[src/rtl/adder_subtractor_reg.sv]
// Registered two's-complement adder/subtractor with carry, overflow and zero flags.
// One shared adder: subtraction is a + ~b + 1.
module adder_subtractor_reg #(
  parameter int unsigned WIDTH = 8
) (
  input  logic             clk_i,
  input  logic             rst_ni,
  input  logic             in_valid_i,
  input  logic [WIDTH-1:0] a,
  input  logic [WIDTH-1:0] b,
  input  logic             sub,
  output logic             out_valid_o,
  output logic [WIDTH-1:0] result,
  output logic             cout,
  output logic             overflow,
  output logic             zero
);

  localparam int unsigned MSB = WIDTH - 1;
  localparam int unsigned SW  = WIDTH + 1;

  logic [WIDTH-1:0] b_x_c;
  logic [SW-1:0]    sum_c;
  logic             ovf_c;
  logic             zero_c;

  assign b_x_c  = b ^ {WIDTH{sub}};
  assign sum_c  = SW'(a) + SW'(b_x_c) + SW'(sub);
  // Same-sign operands (after inversion) producing a different-sign result.
  assign ovf_c  = (a[MSB] == b_x_c[MSB]) && (sum_c[MSB] != a[MSB]);
  assign zero_c = (sum_c[WIDTH-1:0] == '0);

  always_ff @(posedge clk_i or negedge rst_ni) begin
    if (!rst_ni) begin
      out_valid_o <= 1'b0;
      result      <= '0;
      cout        <= 1'b0;
      overflow    <= 1'b0;
      zero        <= 1'b0;
    end else begin
      out_valid_o <= in_valid_i;
      if (in_valid_i) begin
        result   <= sum_c[WIDTH-1:0];
        cout     <= sum_c[WIDTH];
        overflow <= ovf_c;
        zero     <= zero_c;
      end
    end
  end

endmodule

[config.mk]
export PLATFORM = sky130hd
export DESIGN_NAME = adder_subtractor_reg
export DESIGN_NICKNAME = d
export VERILOG_FILES = /design/src/rtl/adder_subtractor_reg.sv
export SDC_FILE = /design/constraint.sdc
export NUM_CORES = 1
export LEC_CHECK = 0
export ABC_AREA = 1
export BUFFER_PORTS_ARGS = -buffer_cell sky130_fd_sc_hd__buf_2
export CAP_MARGIN = 20
export CORE_MARGIN = 3
export CORE_UTILIZATION = 40
export CTS_CLUSTER_SIZE = 40
export DETAILED_ROUTE_END_ITERATION = 10
export PLACE_DENSITY = 0.74
export SLEW_MARGIN = 5
export SYNTH_ARGS = -nofsm -noshare
export SYNTH_HDL_FRONTEND = slang
export SYNTH_SLANG_ARGS = --single-unit
[constraint.sdc]
create_clock -name clk_i -period 0.8 [get_ports clk_i]
set_input_delay 0.16 -clock clk_i [delete_from_list [all_inputs] [get_ports clk_i]]
set_output_delay 0.16 -clock clk_i [all_outputs]
set_load 0.05 [all_outputs]
==> results of run 1 <==
per-layer routing:
| metal | up-vias | share of wire | global-route usage |
|---|---|---|---|
| met4 | 0 | 0.012 | 0.0788 |
| met5 | - | 0 | 0 |
| met2 | 49 | 0.55 | 0.323 |
| met3 | 4 | 0.058 | 0.0245 |
| met1 | 512 | 0.38 | 0.182 |
| li1 | 539 | - | - |
Yosys cell counts:
cell type / n / area (um2)
nor2_1: 11 / 41.3
nand4_1: 1 / 6.26
inv_4: 1 / 6.26
buf_6: 1 / 11.3
buf_4: 1 / 7.51
fa_1: 1 / 20.0
nand3b_1: 2 / 15.0
o21ai_2: 1 / 8.76
nor3b_1: 1 / 7.51
clkbuf_1: 1 / 3.75
o21ai_1: 2 / 10.0
nand2_2: 5 / 31.3
a21oi_2: 1 / 8.76
nand2_1: 38 / 143
inv_2: 2 / 7.51
nand3_1: 4 / 20.0
o21a_1: 1 / 7.51
a21oi_1: 5 / 25.0
nand3_2: 1 / 10.0
ha_1: 7 / 87.6
dfrtp_1: 12 / 300
xnor2_1: 2 / 17.5
clkinv_1: 1 / 3.75
o21ai_0: 4 / 20.0
xor2_1: 7 / 61.3
inv_1: 13 / 48.8
a31oi_1: 3 / 18.8
per-stage QoR:
stage	utilization	total power, W	setup slack [ps]	std cells
floorplan	-	0.00169	-729	129
global placement	0.570	0.00206	-914	203
detailed placement	0.570	0.00209	-957	203
CTS	0.681	0.00287	-553	215
global route	0.759	0.00332	-787	222
finish	0.759	0.00313	-699	222
cell families after synthesis:
kind of cell               share of synthesized area
and+or+nand+nor                                0.289
buffers and inverters                         0.0937
AOI/OAI and AO/OA                              0.104
DFF                                            0.317
xor gates and xnor gates                      0.0831
adders and majority gates                      0.113
how the worst max path moves through the flow:
stage          depth (start not counted)                   end  slack, ps
2_1_floorplan                         13      zero$_DFFE_PN0P_       -730
3_3_place_gp                          10      zero$_DFFE_PN0P_       -910
3_5_place_dp                          13      zero$_DFFE_PN0P_       -960
4_1_cts                               13      zero$_DFFE_PN0P_       -550
5_1_grt                               11      zero$_DFFE_PN0P_       -790
6_report                              10  overflow$_DFFE_PN0P_       -700
layout make-up:
type	count	area (um2)	area share
Sequential cell	12	302	0.178
Multi-Input combinational cell	97	741	0.437
Tap cell	28	35.0	0.0207
Inverter	17	67.6	0.0399
Timing Repair Buffer	64	513	0.303
Clock buffer	4	36.3	0.0214
worst max-delay path: stages:
cell and delay (ps):
buf_12 120, buf_6 120, xor2_1 150, ha_1 350, a21oi_1 220, o21a_1 210, nand2_2 80, xor2_1 150
nand2_1 60, nand2_1 40
where the power goes:
part	internal, W	total, W	switching (W)	leakage, nW
clock	0.000277	0.000465	0.000188	0.0210
sequential	0.000712	0.000788	0.0000763	0.143
combinational	0.000830	0.00188	0.00105	0.707
registers in the layout (all words and copies together) (netlist names):
register,cells
zero,1
overflow,1
out_valid_o,1
result,8
cout,1
what timing repair did:
action	in CTS	in global routing
resized for setup	43	26
endpoints found under the setup margin	22	22
gates cloned	0	0
setup buffers	8	7
hold buffers	1	0
endpoints found under the hold margin	12	0
pin swaps	13	12
==> key figures, run 1 <==
Synthesis
  • Ys Warns: 0
  • Post-Synthesis Cells: 129
  • Register area share after synthesis: 0.317
  • Post-Syn Nets: 157
  • Post-Synthesis Cell Area: 948 um2
  • Synth Register Bits: 12
  • Syn avg cell area: 7.35 um2
  • Post-synthesis cell type count: 27

Power
  • Power density over cell area: 1850 nW/um2
  • Lkg Pwr: 0.872 nW
  • Worst vdd ir: 1.66 mV

GRT
  • Number of global-route vias before repair: 953
  • Initial antenna violation count: 0
  • First-pass GRT wire length: 3750 um
  • Largest net degree at the start of global routing: 13
  • Gr ovfl total: 0
  • GRT Util Overall: 0.171

Timing
  • Hold violation count in the final report: 0
  • TNS Setup: -7100 ps
  • Fin crit period: 1500 ps
  • Worst Tran Pin Value: 267 ps
  • Post-route setup slack: -699 ps
  • Final Cycle Share: 1.87
  • Clock skew: 0 ps
  • Final slew viol count: 0
  • WHS: 188 ps
  • Max Freq: 667 MHz
  • Setup violators final: 22
  • Unrepaired setup endpoints after global routing: yes
  • Slew margin rel.: 0.822

Setup path
  • Startpoint Class: input port
  • R2r setup slk: -90 ps
  • Crit Path Class: input port to register
  • Worst Setup End Kind: register
  • Register-to-Register Path Depth: 4
  • Crit path DAT: 1670 ps
  • Reg-to-Reg Start: zero$_DFFE_PN0P_
  • Crit path max fanout: 6
  • R2r endpoint: zero$_DFFE_PN0P_
  • Worst Path Required: 970 ps
  • Setup crit start: sub

Finish
  • Commonest non-fill, non-tap cell in the layout: buf_4
  • Fin area: 1690 um2
  • Layout net count: 223
  • FILL cells: 155
  • Layout cells sized above 1: 0.572
  • Commonest non-fill, non-tap cells in the layout: buf_4 (29), nand2_1 (27), buf_2 (17), buf_6 (16), nand2_2 (14)
  • Area grow syn2layout: 78.6%
  • Diodes inserted: 0

Floorplan
  • Die X: 54.7 um
  • DIE HEIGHT: 54.7 um
  • Std cell rows: 17
  • Core area: 2230 um2
  • Die area: 2990 um2
  • Starting Density: 0.425
  • # IOs: 32

Placed design
  • Dpl cell area: 1270 um2
  • PortBufs: 31
  • Detailed placement HPWL: 1740 um
  • GPL Wtd Cong: 0.746

Clocking
  • Maximum root-to-sink buffer count: 2
  • CTS H-tree lvls: 1
  • Clock latency on the worst-skew pair: 270 ps
  • TritonCTS clock tree: done
  • CTS Buf Count: 3
  • Clock sink count: 12
  • Worst-path clk slew: 70 ps
  • Clk root buf: clkbuf_4

Flow run
  • Maxcap violations: 0

Drt
  • WL per Instance: 13.0 um
  • Antenna-violating nets left: 0
  • 1st-pass router iterations: 5
  • WL final: 2890 um
  • Routed vias/inst: 4.97
  • # DRC: 0
  • Vias: 1,104
  • Initial detailed-routing violation count: 29

Run status
  • Status: finished with violations
  • Failing checks: negative setup slack

Min path
  • Hold Path End: out_valid_o$_DFF_PN0_
  • Min-delay src: in_valid_i
  • Hold Crit Depth: 2
  • Min-delay worst type: input port to register
(Power assumes the default switching activity.)
==> run 2: changes to the inputs <==
Clock period 0.8 ns to 1.45 ns, I/O delays scaled along.
==> key figures, run 2 (synthesis gave the netlist of run 1 again) <==
Clocking
  • Worst-path clk slew: 70 ps (about the same)
  • CTS Buf Count: 3 (unchanged)
  • TritonCTS clock tree: done
  • Clock latency on the worst-skew pair: 280 ps (about the same)
  • CTS H-tree lvls: 1 (unchanged)
  • Clock sink count: 12 (unchanged)
  • Clk root buf: clkbuf_4
  • Maximum root-to-sink buffer count: 2 (unchanged)

Finish
  • Final core occ: 0.627 (-0.132)
  • Layout net count: 209 (-6.3%)
  • Diodes inserted: 0 (unchanged)
  • Fin area: 1400 um2 (-17%)
  • Layout cells sized above 1: 0.478 (-0.0944)
  • Commonest non-fill, non-tap cells in the layout: nand2_1 (30), buf_2 (29), buf_4 (18), nand2_2 (13), dfrtp_1 (12)
  • Area grow syn2layout: 47.6%
  • Commonest non-fill, non-tap cell in the layout: nand2_1
  • Top reg by flops: result
  • Max FFs per register: 8 (unchanged)

Floorplan
  • # IOs: 32 (unchanged)
  • Starting Density: 0.425 (unchanged)
  • Std cell rows: 17 (unchanged)
  • DIE HEIGHT: 54.7 um (unchanged)
  • Die area: 2990 um2 (unchanged)
  • Core area: 2230 um2 (unchanged)
  • Die X: 54.7 um (unchanged)

Setup path
  • Worst Path Required: 1670 ps (+700 ps)
  • Crit path max fanout: 3 (-3)
  • R2r endpoint: result[5]$_DFFE_PN0P_
  • Crit path DAT: 1710 ps (+40 ps)
  • Startpoint Class: input port
  • Crit Path Class: input port to register
  • Worst Setup End Kind: register
  • Register-to-Register Path Depth: 2 (-2)
  • R2r setup slk: 780 ps (+870 ps)
  • Reg-to-Reg Start: result[5]$_DFFE_PN0P_

Timing
  • Post-route setup slack: -35.1 ps (+664 ps)
  • Slew margin rel.: 0.828 (+0.00655)
  • Clock skew: 0 ps (unchanged)
  • Final slew viol count: 0 (unchanged)
  • Hold violation count in the final report: 0 (unchanged)
  • Max Freq: 673 MHz
  • Unrepaired setup endpoints after global routing: yes
  • Fin crit period: 1490 ps
  • Worst Tran Pin Value: 257 ps (-9.82 ps)
  • Final Cycle Share: 1.02
  • TNS Setup: -35.1 ps (+7070 ps)
  • Setup violators final: 1 (-95%)

Min path
  • Hold Path End: out_valid_o$_DFF_PN0_
  • Hold Crit Depth: 1 (-1)
  • Min-delay src: in_valid_i
  • Min-delay worst type: input port to register

Placed design
  • Place WS: -442 ps (+515 ps)
  • Dpl cell area: 1250 um2 (-2.1%)
  • Detailed placement HPWL: 1720 um (-1.2%)
  • GPL Wtd Cong: 0.749 (+0.31%)
  • PortBufs: 31 (unchanged)

Power
  • NetSw: 0.000635 W (-52%)
  • Clock share of power: 0.179 (+0.031)
  • Net Sw Frac: 0.432 (+0.0128)
  • Power Internal: 0.000834 W (-54%)
  • Comb pwr share: 0.536 (-0.064)
  • Lkg Pwr: 0.763 nW (-12%)
  • Worst vdd ir: 0.556 mV (-67%)
  • Share of power burned in registers: 0.285 (+0.033)
  • Power density over cell area: 1050 nW/um2 (-43%)

Run status
  • Status: finished with violations
  • Failing checks: negative setup slack

Flow run
  • Maxcap violations: 0 (unchanged)

Drt
  • WL final: 2120 um (-27%)
  • Antenna-violating nets left: 0 (unchanged)
  • Initial detailed-routing violation count: 14 (-52%)
  • WL per Instance: 10.2 um (-22%)
  • # DRC: 0 (unchanged)
  • Routed vias/inst: 4.63 (-6.8%)
  • Vias: 964 (-13%)
  • 1st-pass router iterations: 4 (-1)

GRT
  • Gr ovfl total: 0 (unchanged)
  • Initial antenna violation count: 0 (unchanged)
  • First-pass GRT wire length: 3190 um (-15%)
  • GRT Util Overall: 0.144 (-0.0274)
  • Number of global-route vias before repair: 858 (-10%)
  • Largest net degree at the start of global routing: 13 (unchanged)
## run 2: cell count changes in the layout (fill, tap and decap cells not counted), sizes merged
cell / previous run / this run
buf: 63 / 49
inv: 16 / 17
clkinv: 1 / 0
## run 2: area by class of cell
class / instances / area [um2]
Sequential cell: 12 / 300
Inverter: 17 / 66.3
Clock buffer: 4 / 36.3
Fill cell: 207 / 833
Multi-Input combinational cell: 97 / 641
Tap cell: 28 / 35.0
Timing Repair Buffer: 50 / 322
## run 2: how the worst max path moves through the flow
stage	startpoint	endpoint	slack, ps	cells past startpoint
2_1_floorplan	sub	zero$_DFFE_PN0P_	-210	13
3_3_place_gp	sub	zero$_DFFE_PN0P_	-390	10
3_5_place_dp	sub	result[6]$_DFFE_PN0P_	-440	12
4_1_cts	sub	zero$_DFFE_PN0P_	-20	13
5_1_grt	b[0]	zero$_DFFE_PN0P_	-150	12
6_report	b[0]	zero$_DFFE_PN0P_	-40	12
## run 2: power groups by stage
| stage | Sequential (W) | Combinational [W] | Clock (W) |
|---|---|---|---|
| floorplan | 0.000632 | 0.000296 | 0 |
| global placement | 0.000423 | 0.000703 | 0 |
| detailed placement | 0.000427 | 0.000718 | 0 |
| CTS | 0.000420 | 0.000757 | 0.000268 |
| global route | 0.000425 | 0.000855 | 0.000290 |
| finish | 0.000418 | 0.000787 | 0.000264 |
## run 2: critical path, stage by stage
cell,delay [ps]
buf_4,130
o21ai_4,160
inv_2,50
fa_2,520
inv_1,40
nor2_1,100
nand2_1,60
nor2_1,80
nand2_1,50
nor2_1,90
nand3_1,70
nand2_1,60
## run 2: through the flow
| step | cells | hold slack (ps) | power, W |
|---|---|---|---|
| 2_1_floorplan | 129 | -5.59 | 0.000928 |
| 3_3_place_gp | 200 | 171 | 0.00113 |
| 3_5_place_dp | 200 | 175 | 0.00114 |
| 4_1_cts | 207 | 234 | 0.00145 |
| 5_1_grt | 208 | 231 | 0.00157 |
| 6_report | 208 | 241 | 0.00147 |
## run 2: repair_timing
action,in CTS,in global routing
cloned,0,0
hold buffers,1,0
setup endpoints to repair,6,6
gates resized for setup,11,15
endpoints found under the hold margin,12,0
setup buffers,2,1
pin swaps,13,15
## run 2: layer usage
metal,vias to the layer above,global-route usage,wire [um]
met4,0,0.0747,24
li1,513,-,-
met5,-,0,0
met1,424,0.158,910
met3,2,0.00817,122
met2,25,0.270,1060
